<file path="src/rtl/huc_pkg.sv">
// Shared types and constants for the HuC6280 bus initiator: FSM states,
// page decode boundaries and the chip-select bundle.
package huc_pkg;

  typedef enum logic [1:0] {
    IDLE   = 2'd0,
    WAIT   = 2'd1,
    ACCESS = 2'd2,
    LATCH  = 2'd3
  } bus_state_t;

  localparam logic [7:0]  PAGE_RAM_FIRST = 8'hF8;
  localparam logic [7:0]  PAGE_RAM_LAST  = 8'hFB;
  localparam logic [7:0]  PAGE_IO        = 8'hFF;
  localparam logic [7:0]  OPEN_BUS_DATA  = 8'hFF;
  localparam logic [12:0] VDCVCE_LIMIT   = 13'h800;

  // Active-high selects; all-zero means the page is open bus.
  typedef struct packed {
    logic rom;
    logic ram;
    logic io;
  } chip_sel_t;

  function automatic chip_sel_t decodePage(input logic [7:0] page);
    chip_sel_t sel;
    sel.rom = (page < PAGE_RAM_FIRST);
    sel.ram = (page >= PAGE_RAM_FIRST) && (page <= PAGE_RAM_LAST);
    sel.io  = (page == PAGE_IO);
    return sel;
  endfunction

endpackage

</file>
<file path="src/rtl/huc_mmu.sv">
// MPR mapping file with TMA read port, plus combinational logical-to-physical
// translation and chip-select decode of the translated page.
module huc_mmu
  import huc_pkg::*;
(
  input  logic        clk,
  input  logic        rst_n,
  input  logic        i_mprWe,
  input  logic [7:0]  i_mprSel,
  input  logic [7:0]  i_mprWdata,
  input  logic [2:0]  i_mprRdSel,
  output logic [7:0]  o_mprRdata,
  input  logic [15:0] i_logAddr,
  output logic [20:0] o_physAddr,
  output chip_sel_t   o_chipSel
);

  logic [7:0] r_mpr [0:7];
  logic [7:0] w_page;

  // TAM may hit several MPRs at once; translation reads the pre-edge value.
  always_ff @(posedge clk or negedge rst_n) begin
    if (!rst_n) begin
      for (int i = 0; i < 8; i++) r_mpr[i] <= 8'h00;
    end else if (i_mprWe) begin
      for (int i = 0; i < 8; i++) begin
        if (i_mprSel[i]) r_mpr[i] <= i_mprWdata;
      end
    end
  end

  assign w_page     = r_mpr[i_logAddr[15:13]];
  assign o_physAddr = {w_page, i_logAddr[12:0]};
  assign o_chipSel  = decodePage(w_page);
  assign o_mprRdata = r_mpr[i_mprRdSel];

endmodule

</file>
<file path="src/rtl/huc_bus_master.sv">
// HuC6280 CPU-side bus initiator: accepts core byte requests, strobes the
// memory/IO responder and returns read data. Optional macro VDC_WAIT_STATE_EN
// inserts one WAIT cycle for VDC/VCE accesses on the IO page.
module huc_bus_master
  import huc_pkg::*;
(
  input  logic        clk,
  input  logic        rst_n,
  input  logic        req,
  input  logic        req_we,
  input  logic [15:0] req_addr,
  input  logic [7:0]  req_wdata,
  output logic        ready,
  output logic        rsp_valid,
  output logic [7:0]  rsp_rdata,
  input  logic        mpr_we,
  input  logic [7:0]  mpr_sel,
  input  logic [7:0]  mpr_wdata,
  input  logic [2:0]  mpr_rd_sel,
  output logic [7:0]  mpr_rdata,
  output logic [20:0] bus_addr,
  output logic [7:0]  bus_wdata,
  input  logic [7:0]  bus_rdata,
  output logic        bus_re,
  output logic        bus_we,
  output logic        ce_n,
  output logic        cer_n,
  output logic        ce7_n
);

  bus_state_t  r_state, w_nextState;
  logic [20:0] w_physAddr;
  chip_sel_t   w_chipSel, r_chipSel, w_txSel;
  logic        w_accept, w_txWrite, w_enActive, w_slow;
  logic        r_isWrite, r_busRe, r_busWe, r_ceN, r_cerN, r_ce7N, r_rspValid;
  logic [20:0] r_busAddr;
  logic [7:0]  r_busWdata, r_rspRdata;

  huc_mmu u_mmu (
    .clk        (clk),
    .rst_n      (rst_n),
    .i_mprWe    (mpr_we),
    .i_mprSel   (mpr_sel),
    .i_mprWdata (mpr_wdata),
    .i_mprRdSel (mpr_rd_sel),
    .o_mprRdata (mpr_rdata),
    .i_logAddr  (req_addr),
    .o_physAddr (w_physAddr),
    .o_chipSel  (w_chipSel)
  );

`ifdef VDC_WAIT_STATE_EN
  assign w_slow = (w_physAddr[20:13] == PAGE_IO) && (w_physAddr[12:0] < VDCVCE_LIMIT);
`else
  assign w_slow = 1'b0;
`endif

  always_ff @(posedge clk or negedge rst_n) begin
    if (!rst_n) r_state <= IDLE;
    else        r_state <= w_nextState;
  end

  always_comb begin
    w_nextState = r_state;
    w_accept    = 1'b0;
    case (r_state)
      IDLE: begin
        if (req) begin
          w_accept    = 1'b1;
          w_nextState = w_slow ? WAIT : ACCESS;
        end
      end
`ifdef VDC_WAIT_STATE_EN
      WAIT:    w_nextState = ACCESS;
`endif
      ACCESS:  w_nextState = r_isWrite ? IDLE : LATCH;
      LATCH:   w_nextState = IDLE;
      default: w_nextState = IDLE;
    endcase
  end

  // Strobes and enables are registered from the next state so they line up with it.
  assign w_txWrite  = w_accept ? req_we : r_isWrite;
  assign w_txSel    = w_accept ? w_chipSel : r_chipSel;
  assign w_enActive = (w_nextState == WAIT) || (w_nextState == ACCESS);

  always_ff @(posedge clk or negedge rst_n) begin
    if (!rst_n) begin
      r_isWrite  <= 1'b0;
      r_chipSel  <= '0;
      r_busAddr  <= '0;
      r_busWdata <= '0;
      r_busRe    <= 1'b0;
      r_busWe    <= 1'b0;
      r_ceN      <= 1'b1;
      r_cerN     <= 1'b1;
      r_ce7N     <= 1'b1;
      r_rspValid <= 1'b0;
      r_rspRdata <= 8'h00;
    end else begin
      if (w_accept) begin
        r_isWrite <= req_we;
        r_chipSel <= w_chipSel;
        r_busAddr <= w_physAddr;
        if (req_we) r_busWdata <= req_wdata;
      end
      r_busRe    <= (w_nextState == ACCESS) && !w_txWrite;
      r_busWe    <= (w_nextState == ACCESS) && w_txWrite;
      r_ceN      <= !(w_enActive && w_txSel.rom);
      r_cerN     <= !(w_enActive && w_txSel.ram);
      r_ce7N     <= !(w_enActive && w_txSel.io);
      r_rspValid <= (r_state == LATCH);
      if (r_state == LATCH) begin
        r_rspRdata <= (r_chipSel == '0) ? OPEN_BUS_DATA : bus_rdata;
      end
    end
  end

  assign ready     = (r_state == IDLE);
  assign rsp_valid = r_rspValid;
  assign rsp_rdata = r_rspRdata;
  assign bus_addr  = r_busAddr;
  assign bus_wdata = r_busWdata;
  assign bus_re    = r_busRe;
  assign bus_we    = r_busWe;
  assign ce_n      = r_ceN;
  assign cer_n     = r_cerN;
  assign ce7_n     = r_ce7N;

endmodule

</file>
<file path="config.mk">
export PLATFORM = sky130hd
export DESIGN_NAME = huc_bus_master
export DESIGN_NICKNAME = d
export VERILOG_FILES = /design/src/rtl/huc_pkg.sv /design/src/rtl/huc_mmu.sv /design/src/rtl/huc_bus_master.sv
export SDC_FILE = /design/constraint.sdc
export NUM_CORES = 1
export LEC_CHECK = 0
export CAP_MARGIN = 20
export CORE_MARGIN = 2
export CORE_UTILIZATION = 45
export CTS_CLUSTER_DIAMETER = 80
export DETAILED_ROUTE_END_ITERATION = 16
export DONT_BUFFER_PORTS = 1
export PLACE_DENSITY = 0.69
export SKIP_LAST_GASP = 1
export SYNTH_ARGS = -nofsm -noshare
export SYNTH_HDL_FRONTEND = slang
export SYNTH_SLANG_ARGS = --single-unit
export TNS_END_PERCENT = 20
</file>
<file path="constraint.sdc">
create_clock -name clk -period 1.95 [get_ports clk]
set_input_delay 0.195 -clock clk [delete_from_list [all_inputs] [get_ports clk]]
set_output_delay 0.195 -clock clk [all_outputs]
set_load 0.02 [all_outputs]
</file>
# Word level (Yosys, flattened, before mapping)
# Cells that the tools add are included.
dict set report word_totals {
  register_bits 113
  in_bits 56
  output_inout_bits 52
  word_cells 70
}
dict set report classes {
  order_cmp 5
  n_eq_ne 5
  mux 14
  bitwise_logic 2
  n_reduce_logical 22
}
# cell count
set op_table {}
lappend op_table {{$bmux 8 s3} 2}
lappend op_table {{$mux 8} 5}
lappend op_table {{$reduce_and 2->1} 9}
lappend op_table {{$eq 8x8->1 const B} 1}
lappend op_table {{$ge 4x4->1 const B} 2}
lappend op_table {{$ge 8x8->1 const B} 1}
lappend op_table {{$le 8x8->1 const B} 1}
lappend op_table {{$lt 8x8->1 const B} 1}
lappend op_table {{$not 3->4} 2}
lappend op_table {{$eq 2x2->1 const B} 3}
lappend op_table {{$logic_and 1x1->1} 6}
lappend op_table {{$logic_not 1->1} 4}
lappend op_table {{$mux 2} 2}
lappend op_table {{$pmux 2 s2} 1}
lappend op_table {{$logic_not 3->1} 1}
lappend op_table {{$mux 1} 3}
lappend op_table {{$mux 3} 1}
lappend op_table {{$eq 2x1->1 const B} 1}
lappend op_table {{$logic_not 2->1} 1}
lappend op_table {{$logic_or 1x1->1} 1}

# Logic depth before layout (Yosys ltp)
# Gate-level depths: netlist of the first run.
dict set report logic_depth {
  depth_word 9
  depth_mapped 9
}

# By module
# A second synthesis of the first run with hierarchy kept.
dict set report unflattened {
  hier_cells 348
  hier_area_um2 5410.2
}
# module instances cells_per_inst area_each_um2
set by_module_without_submodules {}
lappend by_module_without_submodules {huc_mmu 1 230 3525.9}
lappend by_module_without_submodules {huc_bus_master 1 118 1884.3}

# Worst setup path after synthesis of the first run
# OpenSTA, ideal clock, no wires.
dict set report synth_path {
  path_type {flip-flop to flip-flop}
  from {reg r_state[0]}
  to {reg r_ce7N, in the netlist ce7_n}
  setup_ns 0.099
  arrival_ns 1.983
  setup_slack_ns -0.132
  stages_incl_launch_ff 9
  period_less_slack_ns 2.082
  cell_sequence {dfrtp_1 nor2_1 nand2_1 clkbuf_1 clkbuf_1 nand2_1 ha_1 nor4_1 a31oi_1}
}
dict set report synth_between {
  elab_chain_cells 6
}
# item line
set synth_rtl {}
lappend synth_rtl {{start: declaration} huc_bus_master.sv:31} ;# bus_state_t r_state, w_nextState;
lappend synth_rtl {{start signal: assignment} huc_bus_master.sv:60} ;# else r_state <= w_nextState;
lappend synth_rtl {{$logic_not 2->1 *} --}
lappend synth_rtl {{named net ready} huc_bus_master.sv:13} ;# output logic ready,
lappend synth_rtl {{$pmux 2 s2 *} huc_bus_master.sv:66} ;# case (r_state)
lappend synth_rtl {{named net w_nextState[1]} huc_bus_master.sv:31}
lappend synth_rtl {{$eq 2x1->1 / $eq 2x2->1 (equally long branches)} huc_bus_master.sv:85} ;# assign w_enActive = (w_nextState == WAIT) || (w_nextState == ACCESS);
lappend synth_rtl {{$logic_or 1x1->1 *} huc_bus_master.sv:85}
lappend synth_rtl {{$logic_and 1x1->1 *} huc_bus_master.sv:111} ;# r_ce7N <= !(w_enActive && w_txSel.io);
lappend synth_rtl {{$logic_not 1->1 *} huc_bus_master.sv:111}
lappend synth_rtl {{end signal: assignment} huc_bus_master.sv:111}
lappend synth_rtl {{end: declaration} huc_bus_master.sv:35} ;# logic r_isWrite, r_busRe, r_busWe, r_ceN, r_cerN, r_ce7N, r_rspValid;
# Mark *: on every way through the listed nets, which the timed path passes. The rest lies on a longest branch.
# A chain may end at the register's enable or synchronous reset.

# Worst setup path in the final report of the first run
dict set report layout_path {
  from {reg u_mmu.r_mpr[3] in the netlist's numbering}
  to {out mpr_rdata[3]}
}
dict set report layout_between {
  elab_chain_cells 3
}
# item line
set layout_rtl {}
lappend layout_rtl {{start: declaration} huc_mmu.sv:18} ;# logic [7:0] r_mpr [0:7];
lappend layout_rtl {{start signal: indexed assignment} huc_mmu.sv:27} ;# if (i_mprSel[i]) r_mpr[i] <= i_mprWdata;
lappend layout_rtl {{$bmux 8 s3} huc_mmu.sv:35} ;# assign o_mprRdata = r_mpr[i_mprRdSel];
lappend layout_rtl {{$mux 8 (implied by the code) (2 in a row)} huc_mmu.sv:35}
lappend layout_rtl {{end: declaration} huc_bus_master.sv:20} ;# output logic [7:0] mpr_rdata,
# No other way between the ends. The select of a mux whose other input is x is not followed.

==> impl_metrics.csv, run 1 <==
group,metric,value,unit
clock_tree,cts_buffers,17,
setup_path,crit_path_end_kind,"output port",
power,comb_power_share,18.8,%
clock_tree,clk_pin_slew_worst_paths,0.05,ns
global_routing,grt_usage,20.01,%
clock_tree,clock_latency,0.41,ns
drt,drtIter0Drc,233,
drt,post-route-drc-count,0,
setup_path,start_kind,"register",
setup_path,crit_fanout,3,
place,portBuffers,0,
final_layout,layout.nets,456,
final_layout,final_area,6316,µm²
power,clock_power_share,34.3,%
clock_tree,hold_buffers,38,
drt,routed_wirelength,11.80,mm
drt,route.vias.total,3213,
setup_path,crit_chain,"mux4_2 > mux2_2",
floorplan,rows,39,
global_routing,grt_pass1_wl,18.73,mm
power,irDropWorstVdd,0.0009350,V
drt,via_per_inst,5.789,
setup_path,max_stage_delay,0.49,ns
yosys,synth_cells,353,
yosys,avgSynthCellArea,14.83,µm²
run_status,violations,"negative hold slack",
floorplan,core_area,11370,µm²
final_layout,fin_util,55.55,%
timing,fin_crit,1.843,ns
timing,report.final.slew_viol_count,0,
global_routing,grt_pass1_vias,3507,
timing,relSlewSlack,64.93,%
timing,period_share,94.53,%
yosys,synth-edff-count,0,
setup_path,crit_buf_inv,0,
floorplan,io_pins,108,
timing,finClkSkew,0.007600,ns
floorplan,die_h,111.8,µm
clock_tree,cts-resized-gates,0,
yosys,seq_area_frac_synth,54.10,%
place,dp_hpwl,7.251,mm
yosys,yosys_warnings,0,
clock_tree,tritoncts,"yes",
min_path,hold_class,"in -> async",
timing,rsz0062_at_grt,"no",
timing,setup_tns,0,ns
timing,hold_violations,113,
power,power.share.switching,31.60,%
run_status,status,"finished with violations",
yosys,synth_common_cells,"110 x dfrtp_1, 82 x mux2_2, 50 x nand2_1, 19 x mux4_2, 12 x mux4_1",
global_routing,antenna_found_initial,0,
place,place_congestion,0.7521,
final_layout,area_delta_synth_final,20.68,%
timing,worstMarginPinSlew,0.5248,ns
setup_path,critPathRequiredTime,1.75,ns
clock_tree,root_buffer,"clkbuf_16",
yosys,async_reset_ff_share,100.0,%
yosys,yosysTopAreaCell,"dfrtp_1",
power,power.switching,2.673,mW
final_layout,num_antenna_cells,0,
power,intPower,5.785,mW
power,power.density,1339,nW/µm²
timing,setup_viol_count_final,0,
place,place_area,5368,µm²
clock_tree,cts_sinks,113,
final_layout,drive_gt1_share,35.92,%
floorplan,start_util,46.03,%
yosys,ys_seq_elements,113,
run,cap_violations,0,
yosys,ys_top_cells_by_area,"dfrtp_1 53%, mux2_2 18%, mux4_2 8.2%, mux4_1 6.0%, nand2_1 3.6%",
timing,fin_hold_ws,-0.5198,ns
yosys,syn-num-nets,410,
yosys,synthDistinctLibCells,36,
floorplan,dieArea,12510,µm²
timing,fmax,0.5425,GHz
clock_tree,htree_levels,4,
yosys,synth_top_area_share,52.59,%
drt,final_antenna_net_count,0,
yosys,synth.most_common_cell,"dfrtp_1",
setup_path,arrival,1.65,ns
drt,drt_pre_antenna_iters,4,
global_routing,grt_overflow,0,
yosys,synth_flop_cell,"dfrtp_1",
clock_tree,clk_path_buf_depth,2,
global_routing,grt_max_degree,114,
setup_path,worstSetupPathType,"reg -> out",
power,power.leakage,2.693,nW
yosys,syn-cell-area,5234,µm²
power,sequentialPowerShare,46.8,%
setup_path,slowest_stage,"mux4_2",
setup_path,cp_top_family,"multiplexers",
drt,avgRoutedWirePerCell,21.25,µm
floorplan,die_w,111.8,µm
==> routing by layer <==
layer  vias to the layer above  GRT usage (%)  routed length (µm)
met5                         -              0                   0
met4                         0          7.819                 189
met3                        15          6.206                 782
met2                       111          34.14                6236
met1                      1672          23.77                4587
li1                       1415              -                   -
==> registers in the layout, summed over array words and instances, names as in the netlist <==
signal and flops:
u_mmu.r_mpr 64, bus_addr 21, bus_wdata 8, rsp_rdata 8
r_chipSel 3, r_state 2, bus_re 1, bus_we 1
ce7_n 1, ce_n 1, cer_n 1, r_isWrite 1
rsp_valid 1
==> final cells by class <==
class	instances	area [µm²]
repair buffers	45	430.4
clock buffers	27	513.0
multi-input cells	219	2301
clock inverters	5	50.05
fillers	902	5054
inverters	3	11.26
flip-flops and latches	113	2831
well taps	143	178.9
==> what timing repair did <==
item                                    4_1_cts  5_1_grt
setup buffers                                 0        0
endpoints found under the hold margin       207      113
endpoints found under the setup margin        0        0
==> power groups by stage <==
stage / logic [mW] / registers, mW / clock network (mW)
after floorplan: 1.28 / 3.85 / 0
after global placement: 1.46 / 3.97 / 0
after detailed placement: 1.51 / 4.00 / 0
after CTS: 1.60 / 3.96 / 2.95
after global routing: 1.77 / 4.04 / 3.07
final: 1.59 / 3.96 / 2.91
==> worst reg2reg max path, stage by stage (launching register included) <==
cell	delay (ns)
dfrtp_1	0.40
or3b_2	0.51
ha_1	0.33
inv_1	0.07
and3_1	0.16
a41oi_1	0.18
==> cell usage in the layout, fill, tap and decap left out, types with 3 or more instances in the layout <==
cell type | netlist | layout
nand2_1 | 50 | 50
inv_1 | 3 | 3
clkbuf_8 | 0 | 5
clkinv_2 | 0 | 4
mux2_2 | 82 | 82
buf_4 | 0 | 6
clkbuf_1 | 10 | 5
nor2_1 | 10 | 9
o22a_1 | 8 | 8
a21oi_1 | 9 | 9
mux4_1 | 12 | 12
dfstp_2 | 3 | 3
and2_1 | 3 | 3
dlygate4sd3_1 | 0 | 38
clkbuf_16 | 0 | 17
mux2i_2 | 3 | 3
mux4_2 | 19 | 19
dfrtp_1 | 110 | 110
==> metrics by stage <==
step                      setup slack (ns)  hold WS [ns]  instances  power, mW
after floorplan                    0.01764       -0.1006        353      5.129
after global placement              0.2211      -0.09841        484      5.424
after detailed placement            0.2140      -0.09837        484      5.514
after CTS                          0.08680       -0.5410        554      8.519
after global routing               0.06347       -0.5405        555      8.890
final                               0.1067       -0.5198        555      8.458
==> cell families (layout without fill, tap and decap cells) <==
group,count (synthesis),after routing,share of synthesized area (%)
buf+inv,21,80,2.080
flops,113,113,54.10
mux,120,120,33.88
simple gates,73,73,6.264
fa+ha+maj,1,1,0.2390
compound gates,25,25,3.443
==> worst paths after layout <==
kind | to | slack [ns] | depth (start not counted) | start
max | mpr_rdata[3] | 0.11 | 2 | u_mmu.r_mpr[3]$_DFFE_PN0P_
min | bus_wdata[6]$_DFFE_PN0P_ | -0.52 | 0 | rst_n
max reg2reg | cer_n$_DFF_PN1_ | 0.20 | 5 | r_state[0]$_DFF_PN0_
min reg2reg | r_isWrite$_DFF_PN0_ | 0.51 | 2 | r_isWrite$_DFF_PN0_
max in group asynchronous | ce7_n$_DFF_PN1_ | 2.27 | 0 | rst_n
min in group clk | bus_addr[20]$_DFFE_PN0P_ | 0.03 | 2 | req_addr[15]
Power figures use the tool's default switching activity.
==> run 2, diff against run 1 <==
Settings changed: CELL_PAD_IN_SITES_DETAIL_PLACEMENT from default to 1, CELL_PAD_IN_SITES_GLOBAL_PLACEMENT from default to 2, CORE_ASPECT_RATIO from default to 0.8, CORE_UTILIZATION 45 to 39, PLACE_DENSITY 0.69 to 0.81.
==> run 2 against run 1 <==
  * Clock power is 25% higher
  * Global-route usage is 0.36 points lower
  * Wire length is 11% higher
  * Setup slack worse by 0.0044 ns
  * Power is 9.6% higher
  * Critical endpoint unchanged
  * The run still ends with negative hold slack left
  * Non-clock buffer count is 1 lower
  * Count of clock-buffer cells in the layout is 3 lower
  * Die area is 15% higher
==> impl_metrics.csv, run 2 (synthesis gave the netlist of run 1 again) <==
group,metric,value,unit
run_status,status,"finished with violations",
run_status,violations,"negative hold slack",
power,power.switching,2.796,mW
drt,final_antenna_net_count,0,
global_routing,grt_max_degree,114,
place,dp_hpwl,8.050,mm
setup_path,r2r_cells,5,
clock_tree,cts_sinks,113,
timing,setup_slack,0.1023,ns
power,intPower,6.477,mW
global_routing,grt_pass1_vias,3695,
floorplan,io_pins,108,
setup_path,r2r-end,"cer_n$_DFF_PN1_",
floorplan,core_area,12960,µm²
setup_path,cp_top_family,"multiplexers",
power,clock_power_share,39.2,%
setup_path,max_stage_delay,0.49,ns
place,place_congestion,0.7336,
global_routing,grt_overflow,0,
clock_tree,clock_latency,0.41,ns
drt,avgRoutedWirePerCell,22.30,µm
drt,route.vias.total,3211,
power,comb_power_share,17.6,%
clock_tree,root_buffer,"clkbuf_16",
setup_path,slowest_stage,"mux4_2",
clock_tree,htree_levels,4,
final_layout,final_cells,586,
global_routing,grt_usage,19.65,%
drt,wl_met3,829,µm
setup_path,worstSetupPathType,"reg -> out",
timing,setup_tns,0,ns
setup_path,reg2reg_slack,0.14,ns
drt,drtIter0Drc,120,
final_layout,num_antenna_cells,0,
final_layout,drive_gt1_share,36.98,%
final_layout,largest_reg_flops,64,
timing,rsz0062_at_grt,"no",
timing,hold_violations,113,
timing,fin_hold_ws,-0.5155,ns
clock_tree,tritoncts,"yes",
setup_path,crit_path_end_kind,"output port",
timing,fin_crit,1.848,ns
min_path,hold_class,"in -> async",
final_layout,layout_commonest_cell,"dfrtp_1",
timing,report.final.slew_viol_count,0,
drt,routed_wirelength,13.07,mm
setup_path,rr_startpoint,"r_state[0]$_DFF_PN0_",
power,total_power,9.273,mW
floorplan,dieArea,14370,µm²
setup_path,crit_start,"u_mmu.r_mpr[3]$_DFFE_PN0P_",
power,power.share.switching,30.15,%
drt,routedLengthMet1,5.256,mm
final_layout,layout.nets,455,
place,placedCellCount,515,
timing,relSlewSlack,64.60,%
power,power.density,1427,nW/µm²
setup_path,critPathRequiredTime,1.75,ns
floorplan,start_util,40.38,%
power,irDropWorstVdd,0.0006087,V
drt,post-route-drc-count,0,
final_layout,fin_util,50.14,%
drt,drt_pre_antenna_iters,4,
setup_path,crit_fanout,3,
timing,fmax,0.5412,GHz
clock_tree,clk_pin_slew_worst_paths,0.05,ns
final_layout,area_delta_synth_final,24.17,%
run,cap_violations,0,
final_layout,final_cell_mix,"110 x dfrtp_1, 82 x mux2_2, 50 x nand2_1, 38 x dlygate4sd3_1, 19 x mux4_2",
place,place_area,5400,µm²
place,dp_slack,0.1752,ns
floorplan,die_h,107.6,µm
final_layout,final_area,6499,µm²
power,power.leakage,2.746,nW
final_layout,top_register,"u_mmu.r_mpr",
clock_tree,cts_buffers,17,
setup_path,arrival,1.65,ns
clock_tree,clk_path_buf_depth,2,
floorplan,rows,37,
clock_tree,hold_buffers,38,
timing,worstMarginPinSlew,0.5297,ns
setup_path,start_kind,"register",
timing,finClkSkew,0.01430,ns
setup_path,crit_chain,"mux4_2 > mux2_2",
global_routing,grt_pass1_wl,20.74,mm
timing,period_share,94.75,%
global_routing,antenna_found_initial,0,
clock_tree,post_cts_buffers,0,
place,portBuffers,0,
setup_path,crit_buf_inv,0,
drt,via_per_inst,5.480,
drt,routed-wl-met2,6.838,mm
timing,setup_viol_count_final,0,
power,sequentialPowerShare,43.1,%
drt,highest-signal-layer,"met4",
floorplan,die_w,133.5,µm
==> run 2: area by class of cell <==
cell class                 count  area [µm²]
sequential                   113        2831
clock inverter                 8       195.2
clock buffer                  24       511.7
multi-input combinational    219        2307
fill                        1250        6464
inverter                       3       11.26
timing repair buffer          44       422.9
tap                          175       219.0
==> run 2: power by group through the flow <==
stage	combinational (mW)	sequential [mW]	clock, mW
after global placement	1.46	3.99	0
after CTS	1.62	4.00	3.72
after global routing	1.80	4.09	3.86
final	1.63	4.00	3.64
after detailed placement	1.53	4.04	0
after floorplan	1.28	3.85	0
==> run 2: worst max path at each step <==
| stage | end | slack (ns) | depth (start not counted) |
|---|---|---|---|
| after global routing | cer_n$_DFF_PN1_ | 0.02 | 5 |
| final | mpr_rdata[3] | 0.10 | 2 |
| after floorplan | ce7_n$_DFF_PN1_ | 0.02 | 8 |
| after global placement | cer_n$_DFF_PN1_ | 0.23 | 5 |
| after CTS | mpr_rdata[3] | 0.09 | 2 |
| after detailed placement | ce7_n$_DFF_PN1_ | 0.18 | 5 |
==> run 2: what timing repair did <==
item / 4_1_cts / 5_1_grt
endpoints found under the setup margin: 0 / 1
resized for setup: 0 / 1
endpoints found under the hold margin: 207 / 113
==> run 2: routing by layer <==
layer  track usage (%)  vias up
met3             7.062       11
met2             35.27      101
li1                  -     1418
met5                 0        -
met4             6.003        0
met1             21.99     1681
==> run 3, diff against run 2 <==
Settings changed: CORE_UTILIZATION 39 to 44, PLACE_DENSITY 0.81 to 0.86.
Clock period 1.95 ns to 2 ns, I/O delays scaled along.
==> run 3 against run 2 <==
  * The flow still finishes with violations (negative hold slack)
  * Sequential power decreased by 3%
  * Clock skew decreased by 0.0059 ns
  * Sequential share of layout area increased by 1.1 points
  * Core utilization increased by 4.7 points
  * Wire length is 2.7% lower
  * Clock power is 13% lower
  * Sequential cell count is the same
  * Critical path type unchanged
  * Largest cell class unchanged
==> impl_metrics.csv, run 3 (synthesis gave the netlist of run 1 again) <==
group,metric,value,unit
final_layout,layout_commonest_cell,"dfrtp_1",
power,intPower,5.893,mW
place,dp_hpwl,7.811,mm
run,cap_violations,0,
clock_tree,clk_pin_slew_worst_paths,0.05,ns
clock_tree,root_buffer,"clkbuf_16",
floorplan,core_area,11560,µm²
timing,relSlewSlack,31.33,%
setup_path,arrival,1.66,ns
drt,routed_wirelength,12.71,mm
min_path,hold_class,"in -> async",
floorplan,dieArea,12790,µm²
run_status,status,"finished with violations",
power,comb_power_share,18.0,%
drt,drt_pre_antenna_iters,4,
clock_tree,htree_levels,4,
timing,setup_viol_count_final,0,
power,irDropWorstVdd,0.0006231,V
drt,final_antenna_net_count,0,
final_layout,final_cell_mix,"110 x dfrtp_1, 82 x mux2_2, 50 x nand2_1, 37 x dlygate4sd3_1, 19 x mux4_2",
final_layout,drive_gt1_share,35.96,%
clock_tree,tritoncts,"yes",
global_routing,grt_pass1_wl,20.08,mm
timing,rsz0062_at_grt,"no",
clock_tree,clk_path_buf_depth,2,
clock_tree,cts_buffers,17,
timing,report.final.slew_viol_count,0,
timing,fin_crit,1.860,ns
timing,setup_tns,0,ns
timing,fin_hold_ws,-0.5212,ns
clock_tree,cts-resized-gates,0,
timing,fmax,0.5375,GHz
global_routing,grt_max_degree,114,
setup_path,crit_fanout,3,
drt,post-route-drc-count,0,
global_routing,grt_usage,21.00,%
clock_tree,post_cts_buffers,0,
clock_tree,clock_latency,0.41,ns
final_layout,area_delta_synth_final,21.16,%
drt,via_per_inst,5.859,
floorplan,io_pins,108,
global_routing,grt_pass1_vias,3578,
clock_tree,hold_buffers,37,
timing,hold_violations,113,
drt,avgRoutedWirePerCell,22.95,µm
power,power.leakage,2.690,nW
setup_path,start_kind,"register",
run_status,violations,"negative hold slack",
power,sequentialPowerShare,45.1,%
place,portBuffers,0,
power,power.switching,2.718,mW
setup_path,critPathRequiredTime,1.80,ns
global_routing,grt_overflow,0,
floorplan,start_util,45.27,%
final_layout,layout.nets,451,
floorplan,rows,35,
final_layout,largest_reg_flops,64,
clock_tree,cts_sinks,113,
timing,finClkSkew,0.008398,ns
global_routing,antenna_found_initial,0,
final_layout,num_antenna_cells,0,
floorplan,die_w,125.9,µm
drt,route.vias.total,3246,
final_layout,top_register,"u_mmu.r_mpr",
setup_path,worstSetupPathType,"reg -> out",
setup_path,crit_path_end_kind,"output port",
power,clock_power_share,36.9,%
timing,period_share,93.02,%
floorplan,die_h,101.6,µm
drt,drtIter0Drc,159,
place,place_congestion,0.7097,
timing,worstMarginPinSlew,1.021,ns
power,power.share.switching,31.56,%
power,power.density,1358,nW/µm²
final_layout,fillerInstances,1072,
[run 3: changes by cell type in the layout (fill, tap and decap cells not counted), sizes merged]
cell	before	now
bufinv	6	4
buf	6	3
dlygate4sd3	38	37
clkbuf	24	21
clkinv	0	4
[run 3: per-layer routing]
layer / global-route usage, % / share of wire, % / routed length [µm]
met2: 34.70 / 50 / 6390
met1: 26.53 / 43 / 5416
met5: 0 / 0 / 0
met3: 5.969 / 5.5 / 700
met4: 8.538 / 1.6 / 205
[run 3: area by class of cell]
class                      count  area [µm²]  area share [%]
sequential                   113        2831           44.65
multi-input combinational    219        2301           36.29
clock buffer                  21       460.4           7.261
timing repair buffer          40       392.9           6.196
tap                          148       185.2           2.920
clock inverter                10       158.9           2.506
inverter                       3       11.26          0.1776
[run 3: stage by stage]
stage          power (mW)  utilization, %  worst slack (ns)  cells  area [µm²]
4_1_cts             8.685           54.85            0.1279    554        6341
3_5_place_dp        5.393           46.29            0.2160    486        5351
3_3_place_gp        5.280           46.29            0.2581    486        5351
5_1_grt             8.989           54.85           0.09365    554        6341
6_report            8.610           54.85            0.1396    554        6341
2_1_floorplan       4.999               -           0.02773    353        5236
[run 3: final timing paths]
kind / start / endpoint / slack [ns] / depth (start not counted)
min in group clk: req_addr[15] / bus_addr[20]$_DFFE_PN0P_ / 0.07 / 2
min: rst_n / bus_addr[9]$_DFFE_PN0P_ / -0.52 / 0
max: u_mmu.r_mpr[4]$_DFFE_PN0P_ / mpr_rdata[4] / 0.14 / 2
max reg2reg: r_state[0]$_DFF_PN0_ / ce7_n$_DFF_PN1_ / 0.19 / 5
min reg2reg: r_isWrite$_DFF_PN0_ / r_isWrite$_DFF_PN0_ / 0.52 / 2
max in group asynchronous: rst_n / ce7_n$_DFF_PN1_ / 2.30 / 0
[run 3: power by group through the flow]
stage	registers, mW	clock network [mW]	logic [mW]
after global routing	3.95	3.33	1.71
after floorplan	3.75	0	1.25
after CTS	3.88	3.23	1.57
after detailed placement	3.91	0	1.48
final	3.88	3.18	1.55
after global placement	3.87	0	1.41
[run 3: worst max-delay path, stage by stage, from the launching register on]
cell	delay [ns]
dfrtp_1	0.40
mux4_2	0.50
mux2_2	0.35
